==> config.mk <==
export PLATFORM = sky130hd
export DESIGN_NAME = adc_sample_conditioner
export DESIGN_NICKNAME = d
export VERILOG_FILES = /design/src/rtl/dd_sample_pkg.sv /design/src/rtl/adc_sample_conditioner_sat_counter.sv /design/src/rtl/adc_sample_conditioner.sv
export SDC_FILE = /design/constraint.sdc
export NUM_CORES = 1
export LEC_CHECK = 0
export ABC_AREA = 1
export BUFFER_PORTS_ARGS = -buffer_cell sky130_fd_sc_hd__buf_4
export CAP_MARGIN = 20
export CELL_PAD_IN_SITES_DETAIL_PLACEMENT = 1
export CELL_PAD_IN_SITES_GLOBAL_PLACEMENT = 1
export CORE_UTILIZATION = 41
export CTS_BUF_LIST = sky130_fd_sc_hd__clkbuf_4
export DETAILED_ROUTE_END_ITERATION = 12
export PLACE_DENSITY = 0.9
export RECOVER_POWER = 25
export SETUP_SLACK_MARGIN = 0.2
export SLEW_MARGIN = 10
export SYNTH_ARGS = -nofsm -noshare
export SYNTH_HDL_FRONTEND = slang
export SYNTH_SLANG_ARGS = --single-unit
==> constraint.sdc <==
create_clock -name clock -period 4.07 [get_ports clock]
set_clock_uncertainty 0.2 [all_clocks]
set_input_delay 0.6105 -clock clock [delete_from_list [all_inputs] [get_ports clock]]
set_output_delay 0.6105 -clock clock [all_outputs]
set_load 0.01 [all_outputs]
==> src/rtl/dd_sample_pkg.sv <==
// Shared types and constants for the ADC sample conditioning path.
package dd_sample_pkg;

    localparam int SAMPLE_W = 10;
    localparam int SEQ_W    = 6;
    localparam int WORD_W   = 16;
    localparam int CNT_W    = 16;

    localparam logic [SAMPLE_W-1:0] CLIP_LO = 10'h000;
    localparam logic [SAMPLE_W-1:0] CLIP_HI = 10'h3FF;

    typedef enum logic [1:0] {
        IDLE    = 2'd0,
        DISCARD = 2'd1,
        RUN     = 2'd2
    } state_e;

    function automatic logic is_clip(input logic [SAMPLE_W-1:0] sample);
        return (sample == CLIP_LO) || (sample == CLIP_HI);
    endfunction

endpackage

==> src/rtl/adc_sample_conditioner_sat_counter.sv <==
// Saturating up-counter with increment enable; holds at all-ones.
module sat_counter
    import dd_sample_pkg::*;
#(
    parameter int W = CNT_W
) (
    input  logic         clock,
    input  logic         nReset,
    input  logic         inc_i,
    output logic [W-1:0] count_o
);

    logic [W-1:0] cnt_q;
    logic [W-1:0] cnt_d;

    // Next count: step only when enabled and not yet saturated
    always_comb begin
        cnt_d = cnt_q;
        if (inc_i && (cnt_q != {W{1'b1}})) begin
            cnt_d = cnt_q + {{(W-1){1'b0}}, 1'b1};
        end else begin
            cnt_d = cnt_q;
        end
    end

    // Count register
    always_ff @(posedge clock or negedge nReset) begin
        if (!nReset) begin
            cnt_q <= {W{1'b0}};
        end else begin
            cnt_q <= cnt_d;
        end
    end

    assign count_o = cnt_q;

endmodule

==> src/rtl/adc_sample_conditioner.sv <==
// ADC sample conditioner: settling discard, sequence tagging, clip and overflow monitoring.
// Optional ramp test source selected by testMode when TEST_PATTERN_EN is defined.
module adc_sample_conditioner
    import dd_sample_pkg::*;
#(
    parameter int DISCARD_COUNT = 16,
    parameter int CLIP_HOLD     = 1024
) (
    input  logic                clock,
    input  logic                nReset,
    input  logic                runFlag,
    input  logic [SAMPLE_W-1:0] adcDatabus,
    input  logic                fifoFull,
`ifdef TEST_PATTERN_EN
    input  logic                testMode,
`endif
    output logic [WORD_W-1:0]   adcData,
    output logic                dataValid,
    output logic                clipIndicator,
    output logic [CNT_W-1:0]    clipCount,
    output logic                overflowFlag,
    output logic [CNT_W-1:0]    overflowCount
);

    localparam int DCNT_W = (DISCARD_COUNT > 1) ? $clog2(DISCARD_COUNT) : 1;
    localparam int HOLD_W = (CLIP_HOLD > 1) ? $clog2(CLIP_HOLD) : 1;
    localparam logic [DCNT_W-1:0] DCNT_LAST   = DCNT_W'(DISCARD_COUNT - 1);
    localparam logic [HOLD_W-1:0] HOLD_RELOAD = HOLD_W'(CLIP_HOLD - 1);

    state_e              state_q, state_d;
    logic [DCNT_W-1:0]   dcnt_q, dcnt_d;
    logic [SEQ_W-1:0]    seq_q, seq_d;
    logic [SAMPLE_W-1:0] stage1_q;
    logic [WORD_W-1:0]   word_q;
    logic                valid_q;
    logic [HOLD_W-1:0]   hold_q, hold_d;
    logic                clip_ind_q, clip_ind_d;
    logic                ovf_flag_q, ovf_flag_d;
    logic                start_s;
    logic                clip_hit_s;
    logic                ovf_hit_s;
    logic [SAMPLE_W-1:0] src_s;

    assign start_s    = (state_q == IDLE) && runFlag;
    assign clip_hit_s = valid_q && is_clip(word_q[SAMPLE_W-1:0]);
    assign ovf_hit_s  = valid_q && fifoFull;

`ifdef TEST_PATTERN_EN
    logic [SAMPLE_W-1:0] ramp_q;
    logic [SAMPLE_W-1:0] ramp_cur_s;

    // The ramp presents 0 on the start edge itself so the first valid word carries it
    assign ramp_cur_s = start_s ? {SAMPLE_W{1'b0}} : ramp_q;
    assign src_s      = testMode ? ramp_cur_s : adcDatabus;

    // Free-running ramp, restarted on every capture start
    always_ff @(posedge clock or negedge nReset) begin
        if (!nReset) begin
            ramp_q <= {SAMPLE_W{1'b0}};
        end else begin
            ramp_q <= ramp_cur_s + {{(SAMPLE_W-1){1'b0}}, 1'b1};
        end
    end
`else
    assign src_s = adcDatabus;
`endif

    // Capture FSM next state plus discard counter and sequence number
    always_comb begin
        state_d = state_q;
        dcnt_d  = dcnt_q;
        seq_d   = seq_q;
        case (state_q)
            IDLE: begin
                if (runFlag) begin
                    state_d = (DISCARD_COUNT == 0) ? RUN : DISCARD;
                end else begin
                    state_d = IDLE;
                end
            end
            DISCARD: begin
                if (!runFlag) begin
                    state_d = IDLE;
                end else if (dcnt_q == DCNT_LAST) begin
                    state_d = RUN;
                end else begin
                    state_d = DISCARD;
                end
            end
            RUN: begin
                if (!runFlag) begin
                    state_d = IDLE;
                end else begin
                    state_d = RUN;
                end
            end
            default: state_d = IDLE;
        endcase

        if (start_s) begin
            dcnt_d = {DCNT_W{1'b0}};
            seq_d  = {SEQ_W{1'b0}};
        end else if (state_q == DISCARD) begin
            dcnt_d = dcnt_q + {{(DCNT_W-1){1'b0}}, 1'b1};
        end else if (state_q == RUN) begin
            seq_d = seq_q + {{(SEQ_W-1){1'b0}}, 1'b1};
        end else begin
            dcnt_d = dcnt_q;
        end
    end

    // Clip stretch and sticky overflow; a fresh clip reload beats hold expiry
    always_comb begin
        hold_d     = hold_q;
        clip_ind_d = clip_ind_q;
        ovf_flag_d = ovf_flag_q;
        if (clip_hit_s) begin
            hold_d     = HOLD_RELOAD;
            clip_ind_d = 1'b1;
        end else if (clip_ind_q && (hold_q == {HOLD_W{1'b0}})) begin
            clip_ind_d = 1'b0;
        end else if (clip_ind_q) begin
            hold_d = hold_q - {{(HOLD_W-1){1'b0}}, 1'b1};
        end else begin
            hold_d = hold_q;
        end

        if (ovf_hit_s) begin
            ovf_flag_d = 1'b1;
        end else if (start_s) begin
            ovf_flag_d = 1'b0;
        end else begin
            ovf_flag_d = ovf_flag_q;
        end
    end

    // Control state, two-stage datapath and monitor registers
    always_ff @(posedge clock or negedge nReset) begin
        if (!nReset) begin
            state_q    <= IDLE;
            dcnt_q     <= {DCNT_W{1'b0}};
            seq_q      <= {SEQ_W{1'b0}};
            stage1_q   <= {SAMPLE_W{1'b0}};
            word_q     <= {WORD_W{1'b0}};
            valid_q    <= 1'b0;
            hold_q     <= {HOLD_W{1'b0}};
            clip_ind_q <= 1'b0;
            ovf_flag_q <= 1'b0;
        end else begin
            state_q    <= state_d;
            dcnt_q     <= dcnt_d;
            seq_q      <= seq_d;
            stage1_q   <= src_s;
            word_q     <= {seq_q, stage1_q};
            valid_q    <= (state_q == RUN);
            hold_q     <= hold_d;
            clip_ind_q <= clip_ind_d;
            ovf_flag_q <= ovf_flag_d;
        end
    end

    sat_counter #(.W(CNT_W)) u_clip_cnt (
        .clock   (clock),
        .nReset  (nReset),
        .inc_i   (clip_hit_s),
        .count_o (clipCount)
    );

    sat_counter #(.W(CNT_W)) u_ovf_cnt (
        .clock   (clock),
        .nReset  (nReset),
        .inc_i   (ovf_hit_s),
        .count_o (overflowCount)
    );

    assign adcData       = word_q;
    assign dataValid     = valid_q;
    assign clipIndicator = clip_ind_q;
    assign overflowFlag  = ovf_flag_q;

endmodule
; Word-level counts from Yosys, hierarchy flattened
; Index checks and enable logic that the tools add are counted.
[op_classes]
addsub = 5
n_mux = 17
n_reduce_logical = 17
n_eq_ne = 8
[op_table]
columns = op, n
row1 = adder 16 x 1 -> 16 bit (second input constant), 2
row2 = != test 16 bit (second input constant), 2
row3 = 2-to-1 mux 10 bit, 3
row4 = zero test 10 bit, 2
row5 = 2-to-1 mux 6 bit, 3
row6 = equality test 10 bit (second input constant), 1
row7 = nonzero test 2 bit, 5
row8 = subtractor 10 x 1 -> 10 bit (second input constant), 1
row9 = 2-to-1 mux 4 bit, 2
row10 = adder 6 x 1 -> 6 bit (second input constant), 1
row11 = logical AND 1 bit, 6
row12 = 2-to-1 mux 2 bit, 3
row13 = one-hot mux 2 bit (3 select lines), 1
row14 = 2-to-1 mux 1 bit, 5
row15 = adder 4 x 1 -> 4 bit (second input constant), 1
row16 = equality test 4 bit (second input constant), 1
row17 = AND reduction 2 bit, 2
row18 = equality test 2 x 1 -> 1 bit (second input constant), 1
row19 = equality test 2 bit (second input constant), 1
row20 = zero test 2 bit, 1
row21 = != test 2 x 1 -> 1 bit (second input constant), 1
row22 = != test 2 bit (second input constant), 1
row23 = logical OR 1 bit, 1
[totals]
ff_bits = 83
output_inout_bits = 51
in_bits = 14

; Longest topological paths before layout
; Gate-level depths: netlist of run 1.
[logic_depth]
word_depth = 5
depth_mapped = 10
mapped_depth_nobuf = 9

; By module
; A second synthesis of run 1 with hierarchy kept.
[unflattened]
cells_unflattened = 506
hier_area_um2 = 4119.0
[modules_own_cells]
columns = mod, instances, area_each_um2, seq_area_each_um2, cells_each
row1 = sat_counter, 2, 1058.5, 400.4, 149
row2 = adc_sample_conditioner, 1, 2001.9, 1276.2, 208

; Worst setup path after synthesis of run 1
; No wires, ideal clock.
[synth_timing]
path_type = reg2reg
startpoint = register u_ovf_cnt.cnt_q[0], in the netlist u_ovf_cnt.count_o[0]
endpoint = register u_ovf_cnt.cnt_q[3], in the netlist u_ovf_cnt.count_o[3]
path_slack_ps = 2323
path_stages_with_launch = 10
t_arrival_ps = 1431
period_less_slack_ps = 1747
cell_sequence = dfrtp_1 ha_1 nand3_2 nor2_2 nand3_1 nand2_4 inv_2 buf_6 nand2_1 nand2_1
[synth_via]
elab_chain_cells = 2
elab_cells_between_ends = 3
classes_between = add/sub: 1 / eq/ne: 1 / reduce/logical: 1
[synth_rtl]
columns = element, line
row1 = from (decl), adc_sample_conditioner_sat_counter.sv:13  ; logic [W-1:0] cnt_q;
row2 = from (signal assigned), adc_sample_conditioner_sat_counter.sv:29  ; cnt_q <= {W{1'b0}};
row3 = from (signal assigned), adc_sample_conditioner_sat_counter.sv:31  ; cnt_q <= cnt_d;
row4 = "parallel branches: the longest is 2 deep, another holds adder 16 x 1 -> 16 bit", n/a
; Several ways; the timed one is not identified.
; A chain may end at the register's enable or synchronous reset.

; Final worst setup path of run 1
[layout_timing]
startpoint = register hold_q[0]
endpoint = register hold_q[1]
[layout_via]
elab_chain_cells = 4
elab_cells_between_ends = 8
classes_between = add/sub: 1 / eq/ne: 1 / mux: 3 / reduce/logical: 3
[layout_rtl]
columns = element, line
row1 = from (decl), adc_sample_conditioner.sv:36  ; logic [HOLD_W-1:0] hold_q, hold_d;
row2 = from (signal assigned), adc_sample_conditioner.sv:146  ; hold_q <= {HOLD_W{1'b0}};
row3 = from (signal assigned), adc_sample_conditioner.sv:156  ; hold_q <= hold_d;
row4 = subtractor 10 x 1 -> 10 bit / zero test 10 bit (equally long branches), "adc_sample_conditioner.sv:123, adc_sample_conditioner.sv:120"
row5 = 2-to-1 mux 10 bit / logical AND 1 bit (equally long branches), "adc_sample_conditioner.sv:122, adc_sample_conditioner.sv:120"
row6 = 2-to-1 mux 10 bit / != test 2 x 1 -> 1 bit (equally long branches), n/a
row7 = 2-to-1 mux 10 bit / AND reduction 2 bit (equally long branches), n/a
; Several ways; a longest one is shown, not always the timed one. The select of a mux whose other input is x is not followed.

==> key figures, run 1 <==
Routing
  – Router iterations before antenna repair: 4
  – Avg WL per Cell: 15.1 microns
  – Final ANT Viol Nets: 0
  – DRC: 0
  – Total wire length: 10200 microns
  – Post-DR vias/cell: 5.05
  – Via count: 3403
  – Initial DRC Count: 137

Hold path
  – Hold WC Path Type: in -> reg
  – Hold Crit Depth: 1

Logic synthesis
  – Main combinational cell family by area after synthesis: simple AND/OR/NAND/NOR gates
  – Simple logic cell fraction of the synthesized area: 0.314
  – Post-synth top area share: 0.533
  – Number of synthesized flops with an enable pin: 0
  – Synth Area in Compound Gates: 0.0350
  – Top cells by count, synth: nand2_1, dfrtp_1, nor2_1
  – Mux contribution to synthesized area: 0
  – Register area share after synthesis: 0.533
  – Synth area leader: dfrtp_1
  – Syn avg cell area: 8.31 sq um
  – Post-Synth XOR/XNOR Area: 0.0517
  – Ys flop type: dfrtp_1
  – Area of the mapped netlist: 3900 sq um
  – #FFs+latches synth: 83
  – Syn nets: 488
  – Adder-cell share of the synthesized area: 0.0161
  – Syn Inst Count: 469
  – Top cells by area, synth: dfrtp_1, nand2_1, nand3_1, nor2_1, inv_1
  – Asr flop ratio synth: 1.00
  – Unique masters post-synth: 31
  – Count leader, synth: nand2_1
  – Yosys synthesis warning count: 0

Clock tree
  – Root buf cell: clkbuf_4
  – Skew-Pair Late Insertion Delay: 0.45 ns
  – CTS Hold Bufs: 0
  – TritonCTS clock tree: done
  – H-tree levels: 3
  – Clock Tree Buf Depth: 2
  – PostCTS Resize Cnt: 0
  – Total setup buffers inserted after CTS: 0
  – Clock sink count: 83
  – Clk pin slew, worst setup/hold paths: 0.15 ns
  – TritonCTS buffer count: 9

STA
  – Fin. max-slew vios: 0
  – Slew @ Worst Pin: 1.08 ns
  – Hold Fails Final Rpt: 0
  – Max Fclk: 0.487 GHz
  – Tcrit/Tclk final: 0.504
  – Final setup viols: 0
  – Setup TNS: 0 ns
  – Minimum clock period: 2.05 ns
  – Slew headroom: 0.280
  – RSZ-0062 raised after global routing: no

Placement
  – Hpwl dp: 7320 microns
  – Post-DP Area: 4490 sq um
  – Port-buffer cells: 64
  – Routability cong.: 0.813

Worst setup path
  – Worst EP arrival: 2.18 ns
  – Critical path's top delay family: compound AO/OA/AOI/OAI gates
  – Crit-path max FO: 16
  – Critical path's slowest cell: o21a_1
  – Crit. path cell count: 7
  – Reg2Reg Depth: 7
  – CP Class: reg -> reg
  – Worst path bufs/invs: 1
  – Most frequent CP cell: nand2_1
  – CP Data Required Time: 4.20 ns
  – Setup crit start kind: register
  – CP Cell Sequence: inv_1, ha_1, nand3_1, o21a_1, nand2_1, o21ai_1, nand2_1
  – Critical Path Sink Type: register
  – CP max stage delay: 0.49 ns

Power
  – Internal power: 1.07 mW
  – Maximum VDD drop: 0.000140 V
  – Logic pwr share: 0.049
  – Power Density: 312 nW/um^2
  – Pleak: 2.36 nW
  – Seq pwr share: 0.593
  – Tot Pwr: 1.46 mW
  – Clock network fraction of design power: 0.358
  – Switching power share of the total: 0.264
  – Sw power: 0.385 mW

Global routing
  – Initial antenna violation count: 0
  – Vias in the first global route: 3467
  – First-pass GRT wire length: 16800 microns
  – Total gr overflow: 0
  – Largest net degree at the start of global routing: 84
  – Total track usage: 0.218

Cells and area
  – Layout area overhead: 19.9%
  – Layout cells sized above 1: 0.167
  – Util after Layout: 0.506
  – Nets@finish: 559
  – # diodes: 0
  – Final instance area: 4670 sq um

Die
  – Row count: 35
  – Top Ports: 65
  – Die ar.: 9900 sq um
  – Die Height: 99.5 microns
  – Core region area: 9240 sq um
  – Die width: 99.5 microns
  – Initial core utilization: 0.422

Flow run
  – Max cap viols: 0

Run status
  – Status: complete, no violations
[area by class of cell]
| type | instances | area [sq um] |
|---|---|---|
| clock buffer | 9 | 67.6 |
| timing repair buffer | 66 | 510 |
| clock inverter | 7 | 85.1 |
| sequential | 83 | 2080 |
| multi-input combinational | 341 | 1620 |
| inverter | 39 | 146 |
| fill | 1143 | 4570 |
| tap | 129 | 161 |
[through the flow]
stage                     setup slack [ns]  hold WS (ns)  cells
final                                 2.02        0.0818    674
after global routing                  1.88        0.0466    674
after CTS                             2.00        0.0363    672
after detailed placement              2.05         0.136    656
after global placement                2.15         0.132    656
after floorplan                       2.32         0.115    469
[cells in the final DEF, fill, tap and decap left out, types with 3 or more instances in the layout]
master and n:
nor2_2 3, inv_1 38, o21ai_0 15, ha_1 5
nand2_1 170, clkbuf_4 18, nor2_1 48, nand3_1 37
dfrtp_1 83, a21oi_1 7, nand4_1 11, nor3_1 5
xnor2_1 12, buf_4 53, xor2_1 11
[final timing paths]
path / from / endpoint / slack (ns)
worst max register to register: hold_q[0] / hold_q[1] / 2.02
worst min register to register: stage1_q[2] / adcData[2] / 0.17
max in group asynchronous: nReset / adcData[4] / 2.13
min in group asynchronous: nReset / u_clip_cnt.count_o[10] / 0.67
worst min-delay path: adcDatabus[1] / stage1_q[1] / 0.08
worst max-delay path: hold_q[0] / hold_q[1] / 2.02
[sequential cells by signal, summed over array words and instances, names as in the netlist]
signal	cells
overflowFlag	1
dataValid	1
u_clip_cnt.count_o	16
seq_q	6
dcnt_q	4
u_ovf_cnt.count_o	16
hold_q	10
clipIndicator	1
adcData	16
state_q	2
stage1_q	10
[power by group through the flow]
stage	registers [mW]	clock network, mW	logic [mW]
after global placement	0.878	0	0.0671
after global routing	0.869	0.565	0.0815
after detailed placement	0.880	0	0.0711
final	0.865	0.522	0.0721
after CTS	0.865	0.536	0.0712
after floorplan	0.879	0	0.0217
[kinds of logic (layout without fill, tap and decap cells)]
| logic type | Yosys count | in the layout |
|---|---|---|
| AOI/OAI and AO/OA | 26 | 26 |
| xor gates and xnor gates | 23 | 23 |
| adders and majority gates | 5 | 5 |
| DFF | 83 | 83 |
| and+or+nand+nor | 287 | 287 |
| buffers and inverters | 45 | 121 |
[metal layers]
layer	wire, microns	GRT usage	up-vias
met5	0	0	-
met4	185	0.0803	0
met3	332	0.0337	21
met2	5270	0.388	76
met1	4360	0.268	1668
li1	-	-	1638
No activity file was read; power rests on OpenSTA's default activity.
==> inputs of run 2 (changes only) <==
- ABC_AREA: 1 -> 0
- clock period: 4.07 -> 1.8 ns (I/O delays scaled with it)
==> key figures, run 2 <==
Global routing
  – Largest net degree at the start of global routing: 60
  – Initial antenna violation count: 1

Logic synthesis
  – #FFs+latches synth: 83
  – Post-Synth XOR/XNOR Area: 0.0960
  – Syn Inst Count: 282
  – Adder-cell share of the synthesized area: 0.0185
  – Synth Area in Compound Gates: 0.0422
  – Asr flop ratio synth: 1.00
  – Post-synth top area share: 0.615
  – Simple logic cell fraction of the synthesized area: 0.200
  – Yosys synthesis warning count: 0
  – Top cells by area, synth: dfrtp_1, xor2_1, xnor2_1, nand4_1, nand3_1
  – Count leader, synth: dfrtp_1
  – Mux contribution to synthesized area: 0.0144
  – Number of synthesized flops with an enable pin: 0
  – Area of the mapped netlist: 3380 sq um
  – Register area share after synthesis: 0.615
  – Ys flop type: dfrtp_1
  – Top cells by count, synth: dfrtp_1, nand2_1, nand4_1
  – Syn avg cell area: 12.0 sq um
  – Main combinational cell family by area after synthesis: simple AND/OR/NAND/NOR gates
  – Syn nets: 301
  – Synth area leader: dfrtp_1
  – Unique masters post-synth: 43

Die
  – Row count: 32
  – Initial core utilization: 0.430
  – Die Height: 92.8 microns
  – Top Ports: 65
  – Die width: 92.8 microns

Clock tree
  – Clock sink count: 83
  – Clock Tree Buf Depth: 2
  – H-tree levels: 3
  – Root buf cell: clkbuf_4
  – TritonCTS buffer count: 9

Run status
  – Stop err: [ERROR DPL-0033] detailed placement checks failed during check placement.
  – Status: stopped before the end
  – Exit stage: global routing

Placement
  – Routability cong.: 0.815
  – Placed Instances: 510
  – Port-buffer cells: 64
  – Hpwl dp: 7080 microns

STA
  – GR repair worst EP: u_clip_cnt.count_o[8]$_DFFE_PN0P_/D
  – Type of pin the worst path ends at: sequential cell input
==> run 2: timing repair <==
item,4_1_cts
resized for setup,121
hold buffers,14
endpoints found under the setup margin,84
buffers inserted,20
cloned,2
pin swaps,36
endpoints found under the hold margin,97
==> run 2: through the flow <==
| step | setup WS (ns) | area [sq um] | setup TNS, ns | hold slack [ns] | utilization |
|---|---|---|---|---|---|
| floorplan | -0.0924 | 3520 | -0.300 | -0.226 | - |
| CTS | -0.188 | 5600 | -2.55 | 0.0352 | 0.713 |
| detailed placement | -0.261 | 4600 | -4.47 | -0.107 | 0.587 |
| global placement | -0.0889 | 4600 | -0.589 | -0.109 | 0.587 |
==> run 2: cell families after synthesis <==
group           count (synthesis)
flops                          83
fa+ha+maj                       5
simple gates                  123
mux                             4
compound gates                 20
buf+inv                        10
xor+xnor                       37
==> inputs of run 3 (changes only) <==
- CELL_PAD_IN_SITES_DETAIL_PLACEMENT: 1 -> unset
- CELL_PAD_IN_SITES_GLOBAL_PLACEMENT: 1 -> unset
- CORE_UTILIZATION: 41 -> 26
- CTS_BUF_LIST: sky130_fd_sc_hd__clkbuf_4 -> unset
- PLACE_DENSITY: 0.9 -> unset
- PLACE_DENSITY_LB_ADDON: unset -> 0.15
- SETUP_SLACK_MARGIN: 0.2 -> unset
- clock period: 1.8 -> 2.3 ns (I/O delays scaled with it)
==> key figures, run 3 <==
STA
  – RSZ-0062 raised after global routing: no
  – Slew headroom: 0.311
  – Minimum clock period: 2.02 ns
  – Final setup viols: 0
  – Hold Fails Final Rpt: 0
  – Slew @ Worst Pin: 1.03 ns
  – Fin. max-slew vios: 0
  – Max Fclk: 0.495 GHz
  – Setup TNS: 0 ns
  – Tcrit/Tclk final: 0.878
  – Crit path setup slack, layout: 0.280 ns

Logic synthesis
  – Ys flop type: dfrtp_1
  – Asr flop ratio synth: 1.00
  – Synth area leader: dfrtp_1
  – Syn nets: 301
  – Post-synth top area share: 0.615
  – #FFs+latches synth: 83
  – Yosys synthesis warning count: 0
  – Area of the mapped netlist: 3380 sq um
  – Register area share after synthesis: 0.615
  – Count leader, synth: dfrtp_1
  – Top cells by count, synth: dfrtp_1, nand2_1, nand4_1
  – Syn Inst Count: 282
  – Top cells by area, synth: dfrtp_1, xor2_1, xnor2_1, nand4_1, nand3_1
  – Syn avg cell area: 12.0 sq um
  – Number of synthesized flops with an enable pin: 0
  – Unique masters post-synth: 43

Global routing
  – Total track usage: 0.124
  – Initial antenna violation count: 0
  – Largest net degree at the start of global routing: 40
  – Vias in the first global route: 2430
  – First-pass GRT wire length: 12600 microns
  – Total gr overflow: 0

Worst setup path
  – R2r endpoint: u_ovf_cnt.count_o[1]
  – Crit. path cell count: 5
  – CP max stage delay: 0.53 ns
  – CP Data Required Time: 2.32 ns
  – Launch point of the worst reg-to-reg path: u_ovf_cnt.count_o[0]
  – Critical path's slowest cell: or4_4
  – CP Cell Sequence: ha_1, nand3_1, or4_4, nor2b_4, mux2_4
  – Critical Path Sink Type: register
  – Crit-path max FO: 5
  – Worst path bufs/invs: 0
  – Setup crit start kind: register
  – Setup crit end: u_ovf_cnt.count_o[1]
  – CP Class: reg -> reg
  – Reg2Reg Setup Slack: 0.28 ns
  – Critical path's top delay family: simple AND/OR/NAND/NOR gates
  – Reg2Reg Depth: 5
  – CP Launch Point: u_ovf_cnt.count_o[0]
  – Worst EP arrival: 2.04 ns

Die
  – Row count: 41
  – Core region area: 12600 sq um
  – Die Height: 116 microns
  – Die ar.: 13400 sq um
  – Top Ports: 65
  – Die width: 116 microns
  – Initial core utilization: 0.268

Power
  – Maximum VDD drop: 0.000483 V
  – Pleak: 2.22 nW
  – Tot Pwr: 3.21 mW
  – Power Density: 706 nW/um^2

Cells and area
  – Most frequent cells in the layout: dfrtp_1, buf_4, nand4_1, nand2_1
  – FILL cells: 1309
  – Nets@finish: 390
  – Non-Filler Instances: 548
  – Final instance area: 4550 sq um
  – Commonest non-fill, non-tap cell in the layout: dfrtp_1
  – Layout area overhead: 34.7%
  – Layout cells sized above 1: 0.261
  – # diodes: 0

Placement
  – Placed Instances: 521
  – Routability cong.: 0.738
  – Port-buffer cells: 64
  – Post-DP Area: 4110 sq um
  – Hpwl dp: 5330 microns
  – Setup slack at placement: 0.229 ns

Routing
  – Initial DRC Count: 117
  – Final ANT Viol Nets: 0
  – Total wire length: 7410 microns
  – Avg WL per Cell: 13.5 microns
  – Via count: 2418
  – Post-DR vias/cell: 4.41
  – Router iterations before antenna repair: 6
  – DRC: 0

Hold path
  – Hold WC Path Type: in -> reg
  – Hold path startpoint: runFlag

Run status
  – Status: complete, no violations

Clock tree
  – TritonCTS clock tree: done
  – Clock Tree Buf Depth: 2
  – TritonCTS buffer count: 9
  – Root buf cell: clkbuf_16
  – H-tree levels: 3
  – Clock sink count: 83
  – Clk pin slew, worst setup/hold paths: 0.06 ns
  – Total setup buffers inserted after CTS: 0
  – Skew-Pair Late Insertion Delay: 0.33 ns

Flow run
  – Max cap viols: 0
## run 3: final cells by class
| type | instances | area [sq um] | area share |
|---|---|---|---|
| flip-flops and latches | 83 | 2080 | 0.457 |
| multi-input cells | 189 | 1250 | 0.276 |
| repair buffers | 82 | 653 | 0.144 |
| clock buffers | 11 | 243 | 0.0534 |
| well taps | 172 | 215 | 0.0473 |
| clock inverters | 5 | 85.1 | 0.0187 |
| inverters | 6 | 22.5 | 0.00495 |
## run 3: worst min path at each step
stage,slack [ns],to,cells after the start
3_3_place_gp,0.13,adcData[0],0
2_1_floorplan,-0.15,adcData[0],0
3_5_place_dp,0.13,adcData[1],0
4_1_cts,0.07,state_q[1],2
6_report,0.1,state_q[1],2
5_1_grt,0.09,state_q[1],2
## run 3: what timing repair did
| item | CTS | global route |
|---|---|---|
| endpoints found under the hold margin | 47 | 0 |
| hold buffers | 11 | 0 |
| resized for setup | 0 | 0 |
## run 3: kinds of logic (layout without fill, tap and decap cells)
group                      after synthesis  after routing  synth area share
and+or+nand+nor                        123            123             0.200
DFF                                     83             83             0.615
xor gates and xnor gates                37             37            0.0960
AOI/OAI and AO/OA                       20             20            0.0422
buffers and inverters                   10            104            0.0137
adders and majority gates                5              5            0.0185
muxes                                    4              4            0.0144
## run 3: through the flow
stage / hold WS (ns) / utilization
after floorplan: -0.151 / -
after global placement: 0.132 / 0.326
after detailed placement: 0.135 / 0.326
after CTS: 0.0741 / 0.361
after global routing: 0.0941 / 0.361
final: 0.0972 / 0.361
## run 3: power breakdown
group | leakage, nW | switching (mW) | internal, mW | total, mW
logic | 0.958 | 0.0616 | 0.0651 | 0.127
clock network | 0.156 | 0.583 | 0.987 | 1.57
registers | 1.11 | 0.0255 | 1.49 | 1.52
total | 2.22 | 0.670 | 2.54 | 3.21
## run 3: per-layer routing
layer	vias up	track usage	routed length (microns)
met5	-	0	0
met4	0	0.0436	77
met3	8	0.0429	395
met2	55	0.174	3190
met1	1163	0.176	3740
li1	1192	-	-
